File: src/rtl/aes_key_expansion.sv
// AES-128 key schedule: expands a cipher key into round keys 0..NUM_ROUNDS,
// one per cycle, through an external combinational S-box, and serves them by index.
module aes_key_expansion #(
  parameter int NUM_ROUNDS = 10
) (
  input  logic         clk,
  input  logic         reset,
  input  logic         init,
  input  logic [127:0] key,
  input  logic [3:0]   round,
  output logic [127:0] round_key,
  output logic [31:0]  sboxw,
  input  logic [31:0]  new_sboxw,
  output logic         ready,
  output logic [0:0]   o_dbg_state
);

  localparam logic [0:0] S_IDLE = 1'b0;
  localparam logic [0:0] S_GEN  = 1'b1;
  localparam logic [3:0] LAST   = 4'(NUM_ROUNDS);

  // Handshake: init is a request that is accepted only on an edge where ready=1;
  // while ready=0 init and key are ignored, and ready=1 means every round key is valid.
  logic [127:0] r_key_mem [0:NUM_ROUNDS];
  logic [0:0]   r_state;
  logic [3:0]   r_round_ctr;
  logic [7:0]   r_rcon;
  logic         r_ready;

  logic [3:0]   w_prev_idx;
  logic [127:0] w_prev;
  logic [31:0]  w_t;
  logic [31:0]  w_n0, w_n1, w_n2, w_n3;

  function automatic logic [7:0] xtime(input logic [7:0] b);
    return {b[6:0], 1'b0} ^ (8'h1b & {8{b[7]}});
  endfunction

  // The index is held at 0 outside GEN so the read never leaves the memory range.
  always_comb begin
    w_prev_idx = (r_state == S_GEN) ? (r_round_ctr - 4'd1) : 4'd0;
    w_prev     = r_key_mem[w_prev_idx];
    sboxw      = (r_state == S_GEN) ? w_prev[31:0] : 32'h0;
    w_t        = {new_sboxw[23:0], new_sboxw[31:24]} ^ {r_rcon, 24'h0};
    w_n0       = w_prev[127:96] ^ w_t;
    w_n1       = w_prev[95:64]  ^ w_n0;
    w_n2       = w_prev[63:32]  ^ w_n1;
    w_n3       = w_prev[31:0]   ^ w_n2;
  end

  always_ff @(posedge clk) begin
    if (reset) begin
      r_state     <= S_IDLE;
      r_ready     <= 1'b1;
      r_round_ctr <= 4'd0;
      r_rcon      <= 8'h01;
      for (int i = 0; i <= NUM_ROUNDS; i++) r_key_mem[i] <= 128'h0;
    end else begin
      case (r_state)
        S_IDLE: begin
          if (init) begin
            r_key_mem[0] <= key;
            r_round_ctr  <= 4'd1;
            r_rcon       <= 8'h01;
            r_ready      <= 1'b0;
            r_state      <= S_GEN;
          end
        end
        default: begin
          r_key_mem[r_round_ctr] <= {w_n0, w_n1, w_n2, w_n3};
          r_rcon                 <= xtime(r_rcon);
          if (r_round_ctr == LAST) begin
            r_ready     <= 1'b1;
            r_round_ctr <= 4'd0;
            r_state     <= S_IDLE;
          end else begin
            r_round_ctr <= r_round_ctr + 4'd1;
          end
        end
      endcase
    end
  end

  assign round_key   = (round <= LAST) ? r_key_mem[round] : 128'h0;
  assign ready       = r_ready;
  assign o_dbg_state = r_state;

endmodule

File: config.mk
export PLATFORM = sky130hd
export DESIGN_NAME = aes_key_expansion
export DESIGN_NICKNAME = d
export VERILOG_FILES = /design/src/rtl/aes_key_expansion.sv
export SDC_FILE = /design/constraint.sdc
export NUM_CORES = 2
export LEC_CHECK = 0
export BUFFER_PORTS_ARGS = -buffer_cell sky130_fd_sc_hd__buf_2
export CORE_MARGIN = 4
export CORE_UTILIZATION = 55
export CTS_CLUSTER_SIZE = 40
export DETAILED_ROUTE_END_ITERATION = 8
export PLACE_DENSITY = 0.72
export SYNTH_ARGS = -nofsm -noshare
export SYNTH_HDL_FRONTEND = slang
export SYNTH_SLANG_ARGS = --single-unit
File: constraint.sdc
create_clock -name clk -period 18 [get_ports clk]
set_input_delay 2.7 -clock clk [delete_from_list [all_inputs] [get_ports clk]]
set_output_delay 2.7 -clock clk [all_outputs]
set_load 0.01 [all_outputs]
Word-level counts from Yosys, hierarchy flattened
Memories as Yosys holds them, arrays and structs flattened.
Index checks and enable logic that the tools add are counted.
{ "word_totals": {"reg_bits": 14, "latchBits": 0, "mem_bits_rw": 1408, "romBits": 0, "input_bits": 167, "output_inout_bits": 162, "wordCells": 46, "memories": 1} }
{ "classes": {"n_addsub": 2, "multipliers": 0, "div_mod_pow": 0, "n_lt_le_gt_ge": 1, "eq_ne": 2, "shifts": 0, "n_mux": 26, "n_bitwise": 7, "reduce_logical": 3} }
{ "memory_table": {"columns": ["memory", "depth", "word_bits", "rd", "rd_ports_with_merged_regs", "wr", "line", "rtl"], "rows": [
  ["r_key_mem", 11, 128, 2, 0, 11, "24", "logic [127:0] r_key_mem [0:NUM_ROUNDS];"]
]} }
{ "ops": {"columns": ["cell", "count"], "rows": [
  ["two-way mux 128 bit", 3],
  ["bitwise XOR 32 bit", 5],
  ["OR reduction 128 bit", 1],
  ["two-way mux 32 bit", 1],
  ["two-way mux 4 bit", 5],
  ["two-way mux 8 bit", 2],
  ["two-way mux 1 bit", 15],
  ["bitwise XOR 8 x 5 -> 8 bit", 1],
  ["adder 4 x 1 -> 4 bit, second input constant", 1],
  ["equality test 4 bit, second input constant", 1],
  ["<= comparator 4 bit, second input constant", 1],
  ["subtractor 4 x 1 -> 4 bit, second input constant", 1],
  ["inequality test 2 x 1 -> 1 bit, second input constant", 1],
  ["AND reduction 2 bit", 1],
  ["nonzero test 2 bit", 1],
  ["OR 1 bit", 1]
]} }

Depth between registers and ports, before layout
An unclocked memory read counts as a cell.
{ "depth": {"ltp_word": 8, "mapped_depth": 23, "mapped_depth_nobuf": 11} }

Least setup slack after synthesis
Ideal clock, no wire load.
{ "synth_path": {"path_type": "input-to-reg", "startpoint": "input port reset", "endpoint": "memory r_key_mem[11][0], enable pin", "setup_ns": 0.929, "t_arrival_ns": 15.299, "required_time_ns": 17.071, "slack_ns": 1.772, "stages": 3, "path_buffers": 2, "path_cell_list": "buf_1 > clkbuf_1 > nor4_1"} }
{ "synth_rtl": {"columns": ["element", "line", "rtl"], "rows": [
  ["from (decl)", "7", "input logic reset,"],
  ["to (decl)", "24", null]
]} }

Worst setup path after layout
{ "layout_path": {"startpoint": "register r_round_ctr[0]", "endpoint": "output port sboxw[26]"} }
{ "layout_between": {"elab_chain_len": 4} }
{ "layout_lines": {"columns": ["element", "line", "rtl"], "rows": [
  ["from (decl)", "26", "logic [3:0] r_round_ctr;"],
  ["from (signal assigned)", "77", "r_round_ctr <= r_round_ctr + 4'd1;"],
  ["subtractor 4 x 1 -> 4 bit", "41", "w_prev_idx = (r_state == S_GEN) ? (r_round_ctr - 4'd1) : 4'd0;"],
  ["two-way mux 4 bit", "41", null],
  ["memory (11 x 128 bit)", null, null],
  ["two-way mux 32 bit", "43", "sboxw = (r_state == S_GEN) ? w_prev[31:0] : 32'h0;"],
  ["to (decl)", "12", "output logic [31:0] sboxw,"]
]} }
Every way passes these cells.

==> metrics.json <==
{
  "outcome": {
    "outcome": "finished with violations",
    "failed_checks": "capacitance limit, slew limit"
  },
  "place": {
    "gp_routability_congestion": 0.890,
    "post-dp-hpwl_um": 212000,
    "pre_cts_slack_ns": 8.22,
    "io_buffers": 328
  },
  "global_route": {
    "grt_antenna_before_repair": 22,
    "first_global_vias": 76400,
    "pin_count_of_the_biggest_net_entering_global_routing": 148,
    "grt.total_usage_pct": 39.3,
    "gr-total-overflow": 0,
    "global_route_wire_length_before_repair_um": 549000
  },
  "synthesis": {
    "yosysWarningCount": 0,
    "number_of_flip_flops_and_latches_in_the_synthesized_netlist": 2062,
    "synthDominantAreaCellType": "edfxtp_1",
    "post_synth_instance_area_mm2": 0.103,
    "yosys.cell_types.count": 96,
    "ys_top_cells_by_area": "edfxtp_1 (56%), mux4_2 (6.6%), mux2i_1 (5.1%), nor2_1 (4.7%), nand2_1 (2.9%)",
    "syn-instance-count": 8315,
    "synth-seq-area-share_pct": 58.5,
    "dominantRegCellSynth": "edfxtp_1",
    "yosysTopAreaCellShare_pct": 55.8,
    "syn_nets": 8486,
    "synth_edf_count": 1920,
    "synth.avg_cell_area_um2": 12.4,
    "synth_async_sr_flop_share_pct": 0
  },
  "clock_network": {
    "worstSkewPairLatency_ns": 0.87,
    "clock-root-buffer": "clkbuf_16",
    "cts_hold_repair.buffers": 0,
    "cts.path.max_buffers": 3,
    "cts_inserted_buffers": 203,
    "cts_sinks": 2062,
    "tritoncts_clock_tree": "built",
    "cts_setup_buffers": 0,
    "ctsResizeCount": 0,
    "clk_pin_slew_ns": 0.06,
    "cts-htree-levels": 4
  },
  "worst_setup_path": {
    "worst_ep_arrival_time_ns": 7.33,
    "worst_ep_required_time_ns": 15.30,
    "reg2reg_to": "r_key_mem[9][11]",
    "endpoint_kind": "primary output",
    "cp_top_delay_family": "buffers and inverters",
    "slowest_cell_delay_on_critical_path_ns": 0.97,
    "count_of_buffer_and_inverter_cells_on_the_critical_path": 4,
    "rr_startpoint": "r_round_ctr[0]",
    "timing.setup.critical_path_class": "flop to primary output",
    "length_in_cells_of_the_worst_reg_to_reg_path": 15,
    "crit_chain": "inv_4, ha_4, nand2b_4, buf_4, buf_4, a211oi_1, a311oi_1, a311oi_1, a21oi_1, and2_1, buf_2",
    "worst-r2r-setup-slack_ns": 9.23,
    "crit_fanout": 82,
    "timing.critical_path.slowest_stage_cell": "ha_4",
    "startpoint_type": "flop"
  },
  "pwr": {
    "pwr-share-comb_pct": 19.9,
    "switching_power_mw": 3.67,
    "clock_share_of_power_pct": 34.8,
    "power_switching_share_pct": 30.3,
    "total_leakage_power_nw": 39.5,
    "power_density_mw_per_mm2": 107,
    "internal_power_mw": 8.46,
    "p_seq_share_pct": 45.3,
    "peakVddDrop_v": 0.000135
  },
  "finish": {
    "finish.net_count": 8419,
    "post_route_cells_drive_above_1_share_pct": 16.9,
    "layout-area-overhead-vs-synth_pct": 9.52,
    "final_util_pct": 60.8
  },
  "route": {
    "vias_per_cell": 7.22,
    "drtIter0Drc": 13700,
    "detailroute.via_count": 78900,
    "drt_wl_total_um": 390000,
    "final_antenna_net_count": 0,
    "average_wire_per_standard_cell_um": 35.7,
    "remaining_drc_errors": 0,
    "detail_route.first_pass.iterations": 9
  },
  "timing": {
    "setup_total_negative_slack_ns": 0,
    "rsz_0062_raised_after_global_routing": "no",
    "max_slew_margin_pct": -0.581,
    "fin_skew_ns": 0.0310,
    "holdWs_ns": 0.479,
    "fmaxAchievable_ghz": 0.0997,
    "post-route-min-period_ns": 10.03,
    "finalSetupViolCount": 0,
    "post-route-worst-setup-slack_ns": 7.97,
    "fin_crit_sh_pct": 55.7,
    "report.final.slew_viol_count": 1,
    "final_hold_viol_count": 0,
    "worst-slew-pin-transition_ns": 1.47
  },
  "hold_path": {
    "timing.hold.worst_endpoint": "r_key_mem[10][95]",
    "hold_path_class": "flop to flop",
    "min_delay_path_depth": 2,
    "worst_hold_startpoint": "r_key_mem[10][95]"
  },
  "floorplanning": {
    "fp_rows": 158,
    "start_util_pct": 55.5,
    "core_area_mm2": 0.186,
    "die_y_um": 441,
    "die_area_mm2": 0.195,
    "design.portCount": 329,
    "die_width_um": 441
  },
  "run": {
    "max_capacitance_violation_count": 2
  }
}
==> power groups by stage <==
stage / sequential [mW] / clock (mW) / combinational (mW)
global route: 5.51 / 4.40 / 2.47
global placement: 5.59 / 0 / 2.27
floorplan: 5.58 / 0 / 1.41
finish: 5.50 / 4.22 / 2.42
CTS: 5.50 / 4.20 / 2.31
detailed placement: 5.60 / 0 / 2.30
==> registers in the layout, summed over array words and instances (netlist names) <==
| signal | count |
|---|---|
| o_dbg_state | 1 |
| r_key_mem | 2048 |
| r_rcon | 8 |
| r_round_ctr | 4 |
| ready | 1 |
==> cell families after synthesis <==
logic type               after synthesis  share of synthesized area, %
adder cells (fa/ha/maj)                4                        0.0484
flip-flops                          2062                          58.5
AO/OA/AOI/OAI                       1487                          10.1
buffers and inverters                902                          3.85
AND/OR/NAND/NOR                     2622                          11.4
XOR/XNOR                             221                          2.22
multiplexers                        1017                          13.8
==> how the worst max path moves through the flow <==
stage               depth (start not counted)               end      startpoint
detailed placement                          8     round_key[85]        round[0]
CTS                                         8     round_key[85]        round[0]
global route                               11         sboxw[26]  r_round_ctr[0]
global placement                            8     round_key[85]        round[0]
floorplan                                   3  r_key_mem[11][0]           reset
finish                                     11         sboxw[26]  r_round_ctr[0]
==> metal layers <==
metal	global-route usage, %	up-vias	part of all wire (%)
li1	-	31200	-
met1	50.5	38600	33
met2	55.2	7448	42
met3	13.5	1605	16
met4	28.9	8	8.7
met5	0	-	0.014
==> cell usage in the layout (no fill, tap or decap), drive strengths merged, types with 19 or more instances in the layout <==
master	synthesis	final
nand3	94	94
mux2	181	181
edfxtp	1920	1920
or4bb	98	98
a21oi	120	120
mux4	304	304
a221oi	74	74
xnor2	135	135
and4b	27	27
o211ai	151	151
o31ai	28	28
a31oi	19	19
clkinv	0	67
nor2b	26	26
nand2	807	807
a211oi	188	188
nand3b	43	43
a311oi	123	123
inv	96	104
clkbuf	442	292
o22ai	25	25
xor2	73	73
buf	364	534
mux2i	532	532
o221ai	117	117
a22oi	71	71
dfxtp	142	142
nor2	1289	1289
o21ai	429	429
and2	125	125
nor3	29	29
==> synth_stat cells (18+ instances only) <==
master and count:
edfxtp_1 1920, nor2_1 1288, nand2_1 806, mux2i_1 526, clkbuf_1 442, o21ai_0 396
mux4_2 304, buf_2 218, a211oi_1 188, mux2_2 181, o211ai_1 151, dfxtp_1 142
xnor2_1 124, a311oi_1 123, a21oi_1 120, o221ai_1 117, and2_1 114, or4bb_1 98
nand3_1 94, inv_1 92, a221oi_1 74, buf_1 73, xor2_1 65, a22oi_1 63
buf_4 62, nand3b_1 42, o21ai_1 33, nor3_1 28, and4b_1 27, nor2b_1 26
o22ai_1 25, o31ai_1 25, a31oi_1 19, a21o_1 18, nor3b_1 18
==> final cells by class <==
type	count	area, µm²
clock inverter	90	679
sequential	2062	60500
antenna	18	45.0
tap	2480	3100
multi-input combinational	5351	39200
inverter	96	363
fill	14000	72900
timing repair buffer	534	3470
clock buffer	292	5790
==> worst reg2reg max path: cells and delay by family, from the launching register on <==
kind                       cells  cell delay, ns
buffers and inverters          5            2.78
xor gates and xnor gates       4            2.10
AOI/OAI and AO/OA              3            1.26
DFF                            1            0.86
muxes                          2            0.80
adders and majority gates      1            0.65
==> per-stage QoR <==
stage | power (mW) | instance area, µm² | std cells
after global routing | 12.4 | 113000 | 10900
after detailed placement | 7.89 | 107000 | 10500
after global placement | 7.85 | 107000 | 10500
final | 12.1 | 113000 | 10900
after CTS | 12.0 | 113000 | 10900
after floorplan | 7.00 | 103000 | 8315
Power figures use the tool's default switching activity.
